File: src/rtl/fir_mac_if.sv
// Handshake and coefficient-write bundle for the time-multiplexed 4-tap FIR.
// The master drives samples, coefficient writes and out_ready; the slave is the filter.
interface fir_mac_if;
  logic signed [3:0] x;
  logic              in_valid;
  logic              in_ready;
  logic              coef_we;
  logic        [1:0] coef_addr;
  logic signed [3:0] coef_data;
  logic              coef_busy;
  logic signed [7:0] y;
  logic              out_valid;
  logic              out_ready;

  modport master (
    output x, in_valid, coef_we, coef_addr, coef_data, out_ready,
    input  in_ready, coef_busy, y, out_valid
  );

  modport slave (
    input  x, in_valid, coef_we, coef_addr, coef_data, out_ready,
    output in_ready, coef_busy, y, out_valid
  );
endinterface

File: src/rtl/fir_mac_scheduler.sv
// 4-tap FIR filter sharing a single signed 4x4 multiplier across taps.
// Each accepted sample takes four MAC cycles, then the result is held until taken.
module fir_mac_scheduler (
  input  logic       clk,
  input  logic       rst,
  fir_mac_if.slave   bus
);

  typedef enum logic [1:0] {IDLE, MAC, OUT} state_t;

  state_t            state;
  logic        [1:0] k;
  logic signed [7:0] acc;
  logic signed [3:0] d [4];
  logic signed [3:0] h [4];
  logic signed [7:0] y_r;
  logic              out_valid_r;
  logic              in_ready_r;
  logic              coef_busy_r;

  logic signed [7:0] h_ext;
  logic signed [7:0] d_ext;
  logic signed [7:0] prod;
  logic signed [7:0] acc_next;

  // Only the low 8 bits of the product matter, since the sum wraps modulo 2^8.
  assign h_ext    = {{4{h[k][3]}}, h[k]};
  assign d_ext    = {{4{d[k][3]}}, d[k]};
  assign prod     = h_ext * d_ext;
  assign acc_next = acc + prod;

  // NOTE: the small delay-line and coefficient arrays are plain flops, so they
  // are reset like any other register; a RAM-style array would not be.
  // NOTE: all state here uses non-blocking assignment so every register
  // samples the pre-edge values, regardless of statement order.
  always_ff @(posedge clk or posedge rst) begin
    if (rst) begin
      state       <= IDLE;
      k           <= 2'd0;
      acc         <= 8'sd0;
      d           <= '{default: 4'sd0};
      h           <= '{4'sd1, 4'sd2, 4'sd3, 4'sd4};
      y_r         <= 8'sd0;
      out_valid_r <= 1'b0;
      in_ready_r  <= 1'b1;
      coef_busy_r <= 1'b0;
    end else begin
      case (state)
        IDLE: begin
          // A write in the same cycle as a sample lands before the first MAC.
          if (bus.coef_we) h[bus.coef_addr] <= bus.coef_data;
          if (bus.in_valid) begin
            d[3]        <= d[2];
            d[2]        <= d[1];
            d[1]        <= d[0];
            d[0]        <= bus.x;
            acc         <= 8'sd0;
            k           <= 2'd0;
            state       <= MAC;
            in_ready_r  <= 1'b0;
            coef_busy_r <= 1'b1;
          end
        end
        MAC: begin
          acc <= acc_next;
          k   <= k + 2'd1;
          if (k == 2'd3) begin
            y_r         <= acc_next;
            out_valid_r <= 1'b1;
            state       <= OUT;
          end
        end
        OUT: begin
          if (bus.out_ready) begin
            y_r         <= 8'sd0;
            out_valid_r <= 1'b0;
            in_ready_r  <= 1'b1;
            coef_busy_r <= 1'b0;
            state       <= IDLE;
          end
        end
        default: begin
          state       <= IDLE;
          out_valid_r <= 1'b0;
          y_r         <= 8'sd0;
          in_ready_r  <= 1'b1;
          coef_busy_r <= 1'b0;
        end
      endcase
    end
  end

  assign bus.y         = y_r;
  assign bus.out_valid = out_valid_r;
  assign bus.in_ready  = in_ready_r;
  assign bus.coef_busy = coef_busy_r;

endmodule
File: src/flat_wrapper.sv
// flat-port wrapper written by rule: the top's interface ports become plain ports
module fir_mac_scheduler_flat 
  (clk, rst, bus_x, bus_in_valid, bus_coef_we, bus_coef_addr, bus_coef_data, bus_out_ready, bus_in_ready, bus_coef_busy, bus_y, bus_out_valid);
  fir_mac_if bus_i ();
  input  logic clk;
  input  logic rst;
  input wire logic [$bits(bus_i.x)-1:0] bus_x;
  input wire logic [$bits(bus_i.in_valid)-1:0] bus_in_valid;
  input wire logic [$bits(bus_i.coef_we)-1:0] bus_coef_we;
  input wire logic [$bits(bus_i.coef_addr)-1:0] bus_coef_addr;
  input wire logic [$bits(bus_i.coef_data)-1:0] bus_coef_data;
  input wire logic [$bits(bus_i.out_ready)-1:0] bus_out_ready;
  output wire logic [$bits(bus_i.in_ready)-1:0] bus_in_ready;
  output wire logic [$bits(bus_i.coef_busy)-1:0] bus_coef_busy;
  output wire logic [$bits(bus_i.y)-1:0] bus_y;
  output wire logic [$bits(bus_i.out_valid)-1:0] bus_out_valid;
  assign bus_i.x = bus_x;
  assign bus_i.in_valid = bus_in_valid;
  assign bus_i.coef_we = bus_coef_we;
  assign bus_i.coef_addr = bus_coef_addr;
  assign bus_i.coef_data = bus_coef_data;
  assign bus_i.out_ready = bus_out_ready;
  assign bus_in_ready = bus_i.in_ready;
  assign bus_coef_busy = bus_i.coef_busy;
  assign bus_y = bus_i.y;
  assign bus_out_valid = bus_i.out_valid;
  fir_mac_scheduler u_core (.clk(clk), .rst(rst), .bus(bus_i));
endmodule
File: config.mk
export PLATFORM = sky130hd
export DESIGN_NAME = fir_mac_scheduler_flat
export DESIGN_NICKNAME = d
export VERILOG_FILES = /design/src/rtl/fir_mac_if.sv /design/src/rtl/fir_mac_scheduler.sv /design/src/flat_wrapper.sv
export SDC_FILE = /design/constraint.sdc
export NUM_CORES = 1
export LEC_CHECK = 0
export ABC_AREA = 1
export CORE_MARGIN = 10
export CORE_UTILIZATION = 41
export DETAILED_ROUTE_END_ITERATION = 16
export GPL_TIMING_DRIVEN = 0
export SLEW_MARGIN = 15
export SYNTH_ARGS = -nofsm -noshare
export SYNTH_HDL_FRONTEND = slang
export SYNTH_SLANG_ARGS = --single-unit
export TNS_END_PERCENT = 100
File: constraint.sdc
create_clock -name clk -period 6.8 [get_ports clk]
set_clock_uncertainty 0.15 [all_clocks]
set_input_delay 0.68 -clock clk [delete_from_list [all_inputs] [get_ports clk]]
set_output_delay 0.68 -clock clk [all_outputs]
set_load 0.005 [all_outputs]
**Word level (Yosys, flattened, before mapping)**

Cells that the tools add are included.

- Register bits: 55
- Input port bits: 15
- Output and inout port bits: 11
- Word-level logic and storage cells: 68

- $add $sub $neg: 2
- $mul: 1
- Order comparisons: 3
- Equal/unequal tests: 6
- Multiplexer cells: 28
- Bitwise logic cells: 4
- Reduce and logical (&&, ||, !) cells: 9

Operator list:

| operator | number |
|---|---|
| $mux 8 | 3 |
| $pmux 8 s3 | 1 |
| $mux 4 | 5 |
| $bmux 4 s2 | 2 |
| $bwmux 16 | 1 |
| $pmux 8 s2 | 1 |
| $pmux 1 s3 | 3 |
| $reduce_and 3->1 | 3 |
| $add 8x8->8 | 1 |
| $demux 4 s2 | 1 |
| $mul 4x4->8 | 1 |
| $mux 2 | 4 |
| $ge 3x3->1 const B | 2 |
| $not 2->3 | 2 |
| $pmux 2 s3 | 1 |
| $reduce_and 2->1 | 3 |
| $mux 1 | 5 |
| $eq 2x2->1 const B | 2 |
| $ne 2x2->1 const B | 2 |
| $pmux 2 s2 | 1 |
| $lt 3x1->1 const B | 1 |
| $add 2x1->2 const B | 1 |
| $eq 2x1->1 const B | 1 |
| $logic_not 2->1 | 1 |
| 4 further kinds | 5 |

**Logic depth before layout (Yosys ltp)**

- Depth in word-level cells: 8
- Gate-level depth with buffers: 23
- Gate-level depth less buffers: 23

**Worst setup path after synthesis**

OpenSTA, ideal clock, no wires.

- Path kind: flip-flop to flip-flop
- From: reg u_core.k[0]
- To: reg u_core.y_r[6], in the netlist u_core.bus.y[6]
- Setup time: 0.083 ns
- Data arrival time: 4.003 ns
- Data required time: 6.567 ns
- Setup slack: 2.564 ns
- Stages on the path, launching flop included: 20
- Path buffers: 2
- Period minus slack after synthesis: 4.236 ns
- Cell sequence: dfrtp_1 > buf_6 > buf_4 > nor2_1 > inv_1 > a32oi_1 > inv_1 > nor2_1 > fa_1 > fa_1 > inv_1 > fa_1 > inv_1 > ha_1 > nand2_1 > nand2_1 > a21oi_1 > xor2_1 > or2_2 > o21ai_0

- Cells in the longest elaborated chain, start to end: 8
- Elaborated cells between the ends (all ways): 14
- Classes of those cells: add/sub: 1; mul: 1; eq/ne: 2; mux: 8; bitwise: 1; reduce/logical: 1

RTL lines:

| item | line | source |
|---|---|---|
| from (decl) | fir_mac_scheduler.sv:12 | `logic [1:0] k;` |
| from (signal assigned) | fir_mac_scheduler.sv:66 | `k <= k + 2'd1;` |
| $not 2->3 (not written as such) | fir_mac_scheduler.sv:27, fir_mac_scheduler.sv:28 |  |
| $bmux 4 s2 (on tied branches) | fir_mac_scheduler.sv:27, fir_mac_scheduler.sv:28 |  |
| $mux 4 (on tied branches) (2 in series) | fir_mac_scheduler.sv:27, fir_mac_scheduler.sv:28 |  |
| $mul 4x4->8 | fir_mac_scheduler.sv:29 | `assign prod = h_ext * d_ext;` |
| $add 8x8->8 | fir_mac_scheduler.sv:30 | `assign acc_next = acc + prod;` |
| $mux 8 | fir_mac_scheduler.sv:67 | `if (k == 2'd3) begin` |
| $pmux 8 s3 | fir_mac_scheduler.sv:48 | `case (state)` |
| to (signal assigned) | fir_mac_scheduler.sv:68 | `y_r <= acc_next;` |
| to (decl) | fir_mac_scheduler.sv:16 | `logic signed [7:0] y_r;` |

Several ways; a longest one is shown, not always the timed one. The select of a mux whose other input is x is not followed.
A chain may end at the register's enable or synchronous reset.

**Worst setup path after layout**

- From: reg u_core.k[1]
- To: reg u_core.y_r[6], in the netlist u_core.bus.y[6]

The elaborated chain is that of the path after synthesis.

==> reports/qor.txt <==
syn nets: 435
Yosys Warn Count: 0
starting density of the core: 0.4226
worst path cell trace: inv_1 -> buf_2 -> a21oi_1 -> a32oi_1 -> inv_1 -> nor2_1 -> fa_1 -> fa_1 -> inv_1 -> fa_1 -> inv_1 -> ha_1 -> nand2_1 -> nand2_1 -> a21oi_1 -> xor2_1 -> or2_2 -> o21ai_0
Area Growth Syn to Fin: 15.36%
Fmax achieved: 0.2149 GHz
final hold viol count: 0
GRT Resource Usage Total: 0.1186
final WL: 6.575 mm
share of layout cells above drive strength 1: 0.09220
CTS Sinks: 55
max-slew violations: 0
Final Cell Area: 3767 µm²
worst min path class: flip-flop to flip-flop
first-pass GRT wire length: 11.45 mm
Area after DPL: 3664 µm²
CTS tree: yes
Synth Area in XOR/XNOR: 0.008046
post-synthesis simple-gate area fraction: 0.2011
Remaining Overflow, GRT: 0
Die Area: 11,930 µm²
Buf/Inv on CP: 5
H-Tree Depth: 2
global route hottest layer: met2
Synth Instances: 389
register area share after synthesis: 0.4238
most common cell after layout, fill and taps aside: nand2_1
DRT Pass-1 Iters: 5
DR WL/cell: 12.52 µm
num rows: 32
vias per cell: 4.756
synthesized flop and latch total: 55
violation count after the first detailed-route iteration: 119
Final ANT Viol Nets: 0
ys async rst share: 1.000
vias in the first global route: 2,561
CTS root buffer: clkbuf_8
multiplexer area fraction after synthesis: 0.003448
largest family of logic cells by synthesized area: simple AND/OR/NAND/NOR gates
number of antenna violations at the first check in global routing: 0
setup tns final: 0 ps
largest net degree at the start of global routing: 31
unrepaired setup endpoints after global routing: no
gpl congestion: 0.8154
Setup Viol. Count Final: 0
Worst path max stage delay: 540 ps
post_cts resized: 0
slowest CP cell: fa_1
most frequent cells in the layout: nand2_1 (114), inv_1 (65), dfrtp_1 (49), o21ai_0 (40), clkdlybuf4s50_1 (25)
Adder-Cell Fraction of Synth Area: 0.1510
CTS Buf Count: 5
sequential standard cell area: 1384 µm²
Cell Area, Synth: 3266 µm²
Die Ht: 109.2 µm
GR Util met3: 0.02478
Max-cap violations: 0
critical path data required time: 6880 ps
Post-synth EDFFs: 0
Worst setup EP type: flip-flop
CP dominant cell by count: inv_1
Nets: 468
Worst EP arrival: 4730 ps
Crit Path Max Fanout: 10
multi-input logic area: 1559 µm²
Netlist cell types: 34
clk buf depth: 2
worst slew pin tran: 558.2 ps
# Post-CTS Setup Buffers: 0
critical path type: flip-flop to flip-flop
GR met1 Demand/Resource: 0.1493
vias post-DR: 2,497
number of remaining DRC errors: 0
post-synthesis area per instance: 8.395 µm²
Crit path max-delay family: adder cells
WHS: 335.9 ps
Final period util: 0.6842
outcome: complete, no violations
ys flop type: dfrtp_1
CTS clk-pin slew, worst paths: 100 ps
# fillers: 745
# hold bufs at CTS: 0
Post-DP HPWL: 5.198 mm
post-place setup slack: 2155 ps
worst skew pair latency: 310 ps
post-route minimum period: 4653 ps
I/O pin cnt: 26
CP Launch Type: flip-flop
die width: 109.2 µm
M2 GR Usage: 0.1992
Inserted Diodes: 0
Final WS setup: 2147 ps
post-synthesis compound-gate area fraction: 0.1138
# port buffers: 25
area of the core: 7727 µm²
max_slew headroom: 0.6273
[layout make-up]
type / count / share of cell area
clock inverters: 1 / 0.001993
clock buffers: 7 / 0.02557
repair buffers: 26 / 0.07174
plain buffers: 9 / 0.01694
well taps: 102 / 0.03388
flip-flops and latches: 55 / 0.3673
inverters: 69 / 0.06875
multi-input cells: 256 / 0.4138
[worst paths after layout]
check	start	to	slack [ps]	cells past startpoint
max in group asynchronous	rst	u_core.h[2]	5280	3
min in group asynchronous	rst	u_core.state[1]	590	2
setup / recovery	u_core.k[1]	u_core.bus.y[6]	2150	18
hold / removal	u_core.d[2]	u_core.d[2]	340	2
setup reg to reg	u_core.k[1]	u_core.bus.y[6]	2150	18
hold reg to reg	u_core.d[2]	u_core.d[2]	340	2
[flip-flops by register name (all words and copies together), names as in the netlist]
register              cells
u_core.bus.coef_busy      1
u_core.k                  2
u_core.state              2
u_core.h                 16
u_core.acc                8
u_core.bus.in_ready       1
u_core.d                 16
u_core.bus.y              8
u_core.bus.out_valid      1
[through the flow]
stage | std cells | util
finish | 525 | 0.4875
global placement | 516 | 0.4715
detailed placement | 517 | 0.4741
global route | 525 | 0.4875
CTS | 525 | 0.4875
floorplan | 389 | -
[Yosys cell counts (2+ instances only)]
library cell,number,area [µm²]
a21oi_1,12,60.06
a32oi_1,3,26.28
buf_2,3,15.01
buf_4,3,22.52
buf_6,2,22.52
dfrtp_1,49,1226
dfstp_2,6,157.7
fa_1,14,280.3
ha_1,17,212.7
inv_1,66,247.7
inv_2,3,11.26
nand2_1,114,427.9
nand2_2,2,12.51
nand3_1,13,65.06
nor2_1,17,63.81
nor2_4,4,45.04
o21ai_0,40,200.2
o31ai_1,4,30.03
xor2_1,2,17.52
[per-layer routing]
metal  vias to the layer above  part of all wire
met2                        36              0.46
met1                      1179              0.49
met3                         6             0.038
li1                       1276                 -
met5                         -                 0
met4                         0             0.013
[worst min-delay path: stages, from the launching register on]
cell and delay, ps:
dfrtp_1 360, nand2_1 50, nand2_1 50
[cell families after synthesis]
kind of cell | Yosys count
flops | 55
fa+ha+maj | 31
simple gates | 156
mux | 1
buf+inv | 78
compound gates | 65
xor+xnor | 3
Power is left out: the tool's default activity adds up to more than one toggle a clock period on the data nets, which glitch-free logic cannot reach.
